[config.mk]
export PLATFORM = sky130hd
export DESIGN_NAME = cast_output_port_stage
export DESIGN_NICKNAME = d
export VERILOG_FILES = /design/src/rtl/cast_output_port_stage.sv
export SDC_FILE = /design/constraint.sdc
export NUM_CORES = 1
export LEC_CHECK = 0
export CORE_MARGIN = 10
export CORE_UTILIZATION = 29
export DETAILED_ROUTE_END_ITERATION = 7
export GPL_TIMING_DRIVEN = 0
export PLACE_DENSITY_LB_ADDON = 0.2
export SETUP_SLACK_MARGIN = 0.2
export SYNTH_ARGS = -nofsm -noshare
export SYNTH_HDL_FRONTEND = slang
export SYNTH_SLANG_ARGS = --single-unit
[constraint.sdc]
create_clock -name clk -period 5.75 [get_ports clk]
set_input_delay 1.4375 -clock clk [delete_from_list [all_inputs] [get_ports clk]]
set_output_delay 1.4375 -clock clk [all_outputs]
set_load 0.02 [all_outputs]
[src/rtl/cast_output_port_stage.sv]
// cast_output_port_stage: round-robin output-port arbiter with per-VC credit gating and a registered link
`ifndef VN
`define VN 2
`endif
`ifndef DW
`define DW 16
`endif
module cast_output_port_stage #(
  parameter int NREQ = 8,
  parameter int CRED = 4,
  parameter int CW = $clog2(CRED + 1)
) (
  input  logic               clk,
  input  logic               rst,
  input  logic [NREQ-1:0]    req_i,
  input  logic [`DW-1:0]     data_i [NREQ],
  input  logic [`VN-1:0]     ovc_i [NREQ],
  output logic [NREQ-1:0]    grant_o,
  output logic [`DW-1:0]     data_o,
  output logic [`VN-1:0]     vc_o,
  output logic               valid_o,
  input  logic [`VN-1:0]     credit_i,
  output logic               err_o
);
  localparam int PW = NREQ > 1 ? $clog2(NREQ) : 1;
  logic [CW-1:0]   cnt [`VN];
  logic [`VN-1:0]  nz;
  logic [`VN-1:0]  dec;
  logic [NREQ-1:0] elig;
  logic [PW-1:0]   ptr;
  logic [PW-1:0]   win;
  logic            any;
  logic            gnt;
  int              j;
  // a requester is eligible only if its downstream VC still has a credit
  always_comb begin
    for (int v = 0; v < `VN; v++) nz[v] = cnt[v] != '0;
    for (int r = 0; r < NREQ; r++) elig[r] = req_i[r] & |(ovc_i[r] & nz);
  end
  // round-robin pick: scan backwards so the first eligible index at or after ptr wins last
  always_comb begin
    any = 1'b0;
    win = '0;
    j = 0;
    for (int i = NREQ - 1; i >= 0; i--) begin
      j = (int'(ptr) + i) % NREQ;
      if (elig[PW'(j)]) begin
        any = 1'b1;
        win = PW'(j);
      end
    end
  end
  // grant is suppressed in reset so the input stage never consumes a flit that would be dropped
  always_comb begin
    gnt = any & ~rst;
    grant_o = gnt ? {{(NREQ-1){1'b0}}, 1'b1} << win : '0;
    dec = gnt ? ovc_i[win] : '0;
  end
  // link register and round-robin pointer advance on each grant
  always_ff @(posedge clk) begin
    if (rst) begin
      valid_o <= 1'b0;
      data_o <= '0;
      vc_o <= '0;
      ptr <= '0;
    end else begin
      valid_o <= gnt;
      if (gnt) begin
        data_o <= data_i[win];
        vc_o <= ovc_i[win];
        ptr <= (win == PW'(NREQ - 1)) ? '0 : win + 1'b1;
      end
    end
  end
  // per-VC credit counters; a return at full count is an overflow and is flagged stickily
  always_ff @(posedge clk) begin
    if (rst) begin
      err_o <= 1'b0;
      for (int v = 0; v < `VN; v++) cnt[v] <= CW'(CRED);
    end else begin
      for (int v = 0; v < `VN; v++)
        if (credit_i[v] && !dec[v]) begin
          if (cnt[v] == CW'(CRED)) err_o <= 1'b1;
          else cnt[v] <= cnt[v] + 1'b1;
        end else if (dec[v] && !credit_i[v]) cnt[v] <= cnt[v] - 1'b1;
    end
  end
endmodule
==> summary.md <==
| Metric | Value |
|---|---|
| Area of the multi-input gates | `approximately 0.0037 mm2` |
| Status | `complete, no violations` |
| Largest net degree at the start of global routing | `12` |
| TritonRoute pass-1 iters | `5` |
| Post-layout util | `52.4%` |
| Adder-cell share of the synthesized area | `under 10%` |
| Clock slew at reported path FFs | `50 ps` |
| Distinct cells, synth | `65` |
| Post-synth EDFFs | `6` |
| Worst rel slew slack | `around 56%` |
| Main synth FF type | `dfxtp_1` |
| Required time of the critical path | `4310 ps` |
| Non-filler instance count after layout | `a little under 1000` |
| Synth Area in XOR/XNOR | `under 10%` |
| Synth Area in Compound Gates | `25.6%` |
| RSZ-0062 raised after global routing | `yes` |
| Finished Cell Area | `0.00721 mm2` |
| Share of cells above drive strength 1 | `24.5%` |
| Hold crit path type | `flip-flop to flip-flop` |
| Placed cell areas | `~0.0062 mm2` |
| Largest family of logic cells by synthesized area | `simple AND/OR/NAND/NOR gates` |
| DP HPWL | `between 15 and 20 mm` |
| Crit end category | `output pin` |
| Clock Latency Late Sink | `roughly 280 ps` |
| Placed insts | `928` |
| CTS tree | `built` |
| DIE HEIGHT | `about 140 um` |
| Total number of vias | `between 5000 and 6000` |
| Clock Tree Buf Depth | `2` |
| Synthesized flop and latch total | `29` |
| Wire per inst | `20.1 um` |
| Synthesis Warnings | `0` |
| CP max FO | `10` |
| Vias in the first global route | `roughly 5600` |
| Max Cap Viol | `0` |
| Mapped Area | `approximately 0.0041 mm2` |
| Post-route ant nets | `0` |
| Ys async rst share | `0%` |
| Filler cells | `about 1400` |
| Worst Skew | `between 1.5 and 2 ps` |
| Nets | `~970` |
| IO Pins | `approximately 180` |
| Worst setup path category | `input port to output pin` |
| Area growth, synth to finish | `77.6%` |
| Worst Max-Slew Pin Slew | `between 600 and 700 ps` |
| Finish-stage setup viols | `0` |
| H-tree depth | `2` |
| Fin. Hold Viols | `0` |
| Mapped Cells | `between 500 and 600` |
| Final WL | `roughly 20 mm` |
| Flip-flop and latch area | `around 640 um2` |
| Root Buffer | `clkbuf_16` |
| DRC errors left | `0` |
| Mux cell area share after synthesis | `about a fifth` |
| Diodes inserted | `0` |
| Initial DRC count | `around 370` |
| Synthesized area per cell | `between 7 and 8 um2` |
| Die area | `around 0.019 mm2` |
| Core box area | `0.0138 mm2` |
| Starting Density | `29.5%` |
| Final min period | `between 5000 and 6000 ps` |
| I/O Buffers | `between 150 and 200` |
| Via density | `about 5.4` |
| Synthesized-area fraction occupied by and/or/nand/nor cells | `~27%` |
| First-pass GRT wire length | `30.8 mm` |
| FMAX | `178 MHz` |
| Number of core rows | `43` |
| Crit path DAT | `4190 ps` |
| Initial antenna violation count | `0` |
| Post-synthesis sequential area ratio | `between 10% and 20%` |
| Final Cycle Share | `97.8%` |
| Post-synth net total | `734` |
| Global route total overflow | `0` |
| Die width | `roughly 140 um` |
| Hold WS | `448 ps` |
| Max-slew violation count | `0` |
| GRT Total Usage | `19.3%` |
| Total CTS buffers | `5` |
| CP startpoint kind | `input port` |
| CTS sink cnt | `29` |
| Final Wtd Congestion | `~0.91` |
[critical path, stage by stage]
cell,delay [ps]
dlygate4sd2_1,260
nand2_2,120
o22ai_4,120
a22oi_1,340
o21ai_4,150
o211ai_1,270
nand2_1,90
a221o_2,490
inv_1,210
clkbuf_4,300
ha_4,150
and2_4,120
buf_6,110
[state kept, by name (all words and copies together) (netlist names)]
| name | cells |
|---|---|
| valid_o | 1 |
| cnt | 6 |
| ptr | 3 |
| vc_o | 2 |
| err_o | 1 |
| data_o | 16 |
[final timing paths]
path / slack [ps] / from / end / cells past startpoint
max: 120 / ovc_i[5] / grant_o[3] / 13
min: 450 / vc_o[0]$_SDFFE_PP0P_ / vc_o[0]$_SDFFE_PP0P_ / 2
max reg2reg: 480 / cnt[0][1]$_SDFFCE_PP0P_ / cnt[0][2]$_SDFFCE_PP1P_ / 18
min reg2reg: 450 / vc_o[0]$_SDFFE_PP0P_ / vc_o[0]$_SDFFE_PP0P_ / 2
[cells in the mapped netlist, drive strengths merged (5+ instances only)]
library cell / n / area share, %
a21oi: 13 / 1.6
o21ai: 30 / 3.7
mux2: 5 / 1.5
clkbuf: 21 / 1.9
dfxtp: 23 / 11
nand3b: 5 / 0.92
ha: 11 / 3.4
nor2: 55 / 5.3
o21a: 6 / 1.1
inv: 15 / 1.4
a31oi: 6 / 1.3
o311ai: 6 / 1.3
mux2i: 74 / 18
o211ai: 14 / 2.8
nand2b: 5 / 0.77
buf: 16 / 1.9
edfxtp: 6 / 4.4
a22oi: 12 / 2.2
nand2: 108 / 10
o22ai: 5 / 0.77
nand3: 48 / 5.9
a311oi: 17 / 4.1
[area by class of cell]
cell class,instances,area share (%)
well taps,180,3.12
plain buffers,37,3.19
clock buffers,5,1.73
flip-flops and latches,29,8.90
clock inverters,3,0.173
multi-input cells,483,51.4
repair buffers,226,30.4
inverters,17,1.13
[stage by stage]
stage | setup TNS, ps | worst slack [ps]
2_1_floorplan | 0 | 202
3_3_place_gp | -12570 | -1540
3_5_place_dp | -13420 | -1630
4_1_cts | 0 | 75.8
5_1_grt | 0 | 0.816
6_report | 0 | 125
[layer usage]
metal	up-vias	track usage [%]	share of wire [%]
li1	2564	-	-
met1	2481	22.5	41
met2	264	33.0	48
met3	27	6.20	9.0
met4	0	5.94	2.2
met5	-	0	0
[cell usage in the layout (no fill, tap or decap), types with 6 or more instances in the layout]
cell type / instances
clkdlybuf4s50_1: 150
nand2_1: 92
mux2i_1: 72
nand3_1: 48
nor2_1: 46
buf_4: 45
dfxtp_1: 22
buf_6: 17
a311oi_1: 16
clkbuf_1: 15
o21ai_0: 14
inv_1: 12
o211ai_1: 12
a21oi_1: 10
nand2_2: 9
buf_2: 8
nand2_4: 7
o21ai_2: 7
buf_8: 7
a22oi_2: 6
a22oi_1: 6
nor2_2: 6
o21a_1: 6
edfxtp_1: 6
[logic make-up after synthesis]
group           count (synthesis)
buf+inv                        54
flops                          29
simple gates                  248
fa+ha+maj                      12
compound gates                137
xor+xnor                        5
mux                            81
[timing repair]
| item | CTS | global route |
|---|---|---|
| hold buffers | 0 | 0 |
| setup endpoints to repair | 31 | 9 |
| resized for setup | 239 | 51 |
| buffers inserted | 37 | 7 |
| pin swaps | 30 | 19 |
| endpoints found under the hold margin | 0 | 0 |
Power is not shown: default switching activity piles up to over one toggle a cycle in this logic, so the estimate is an artifact.
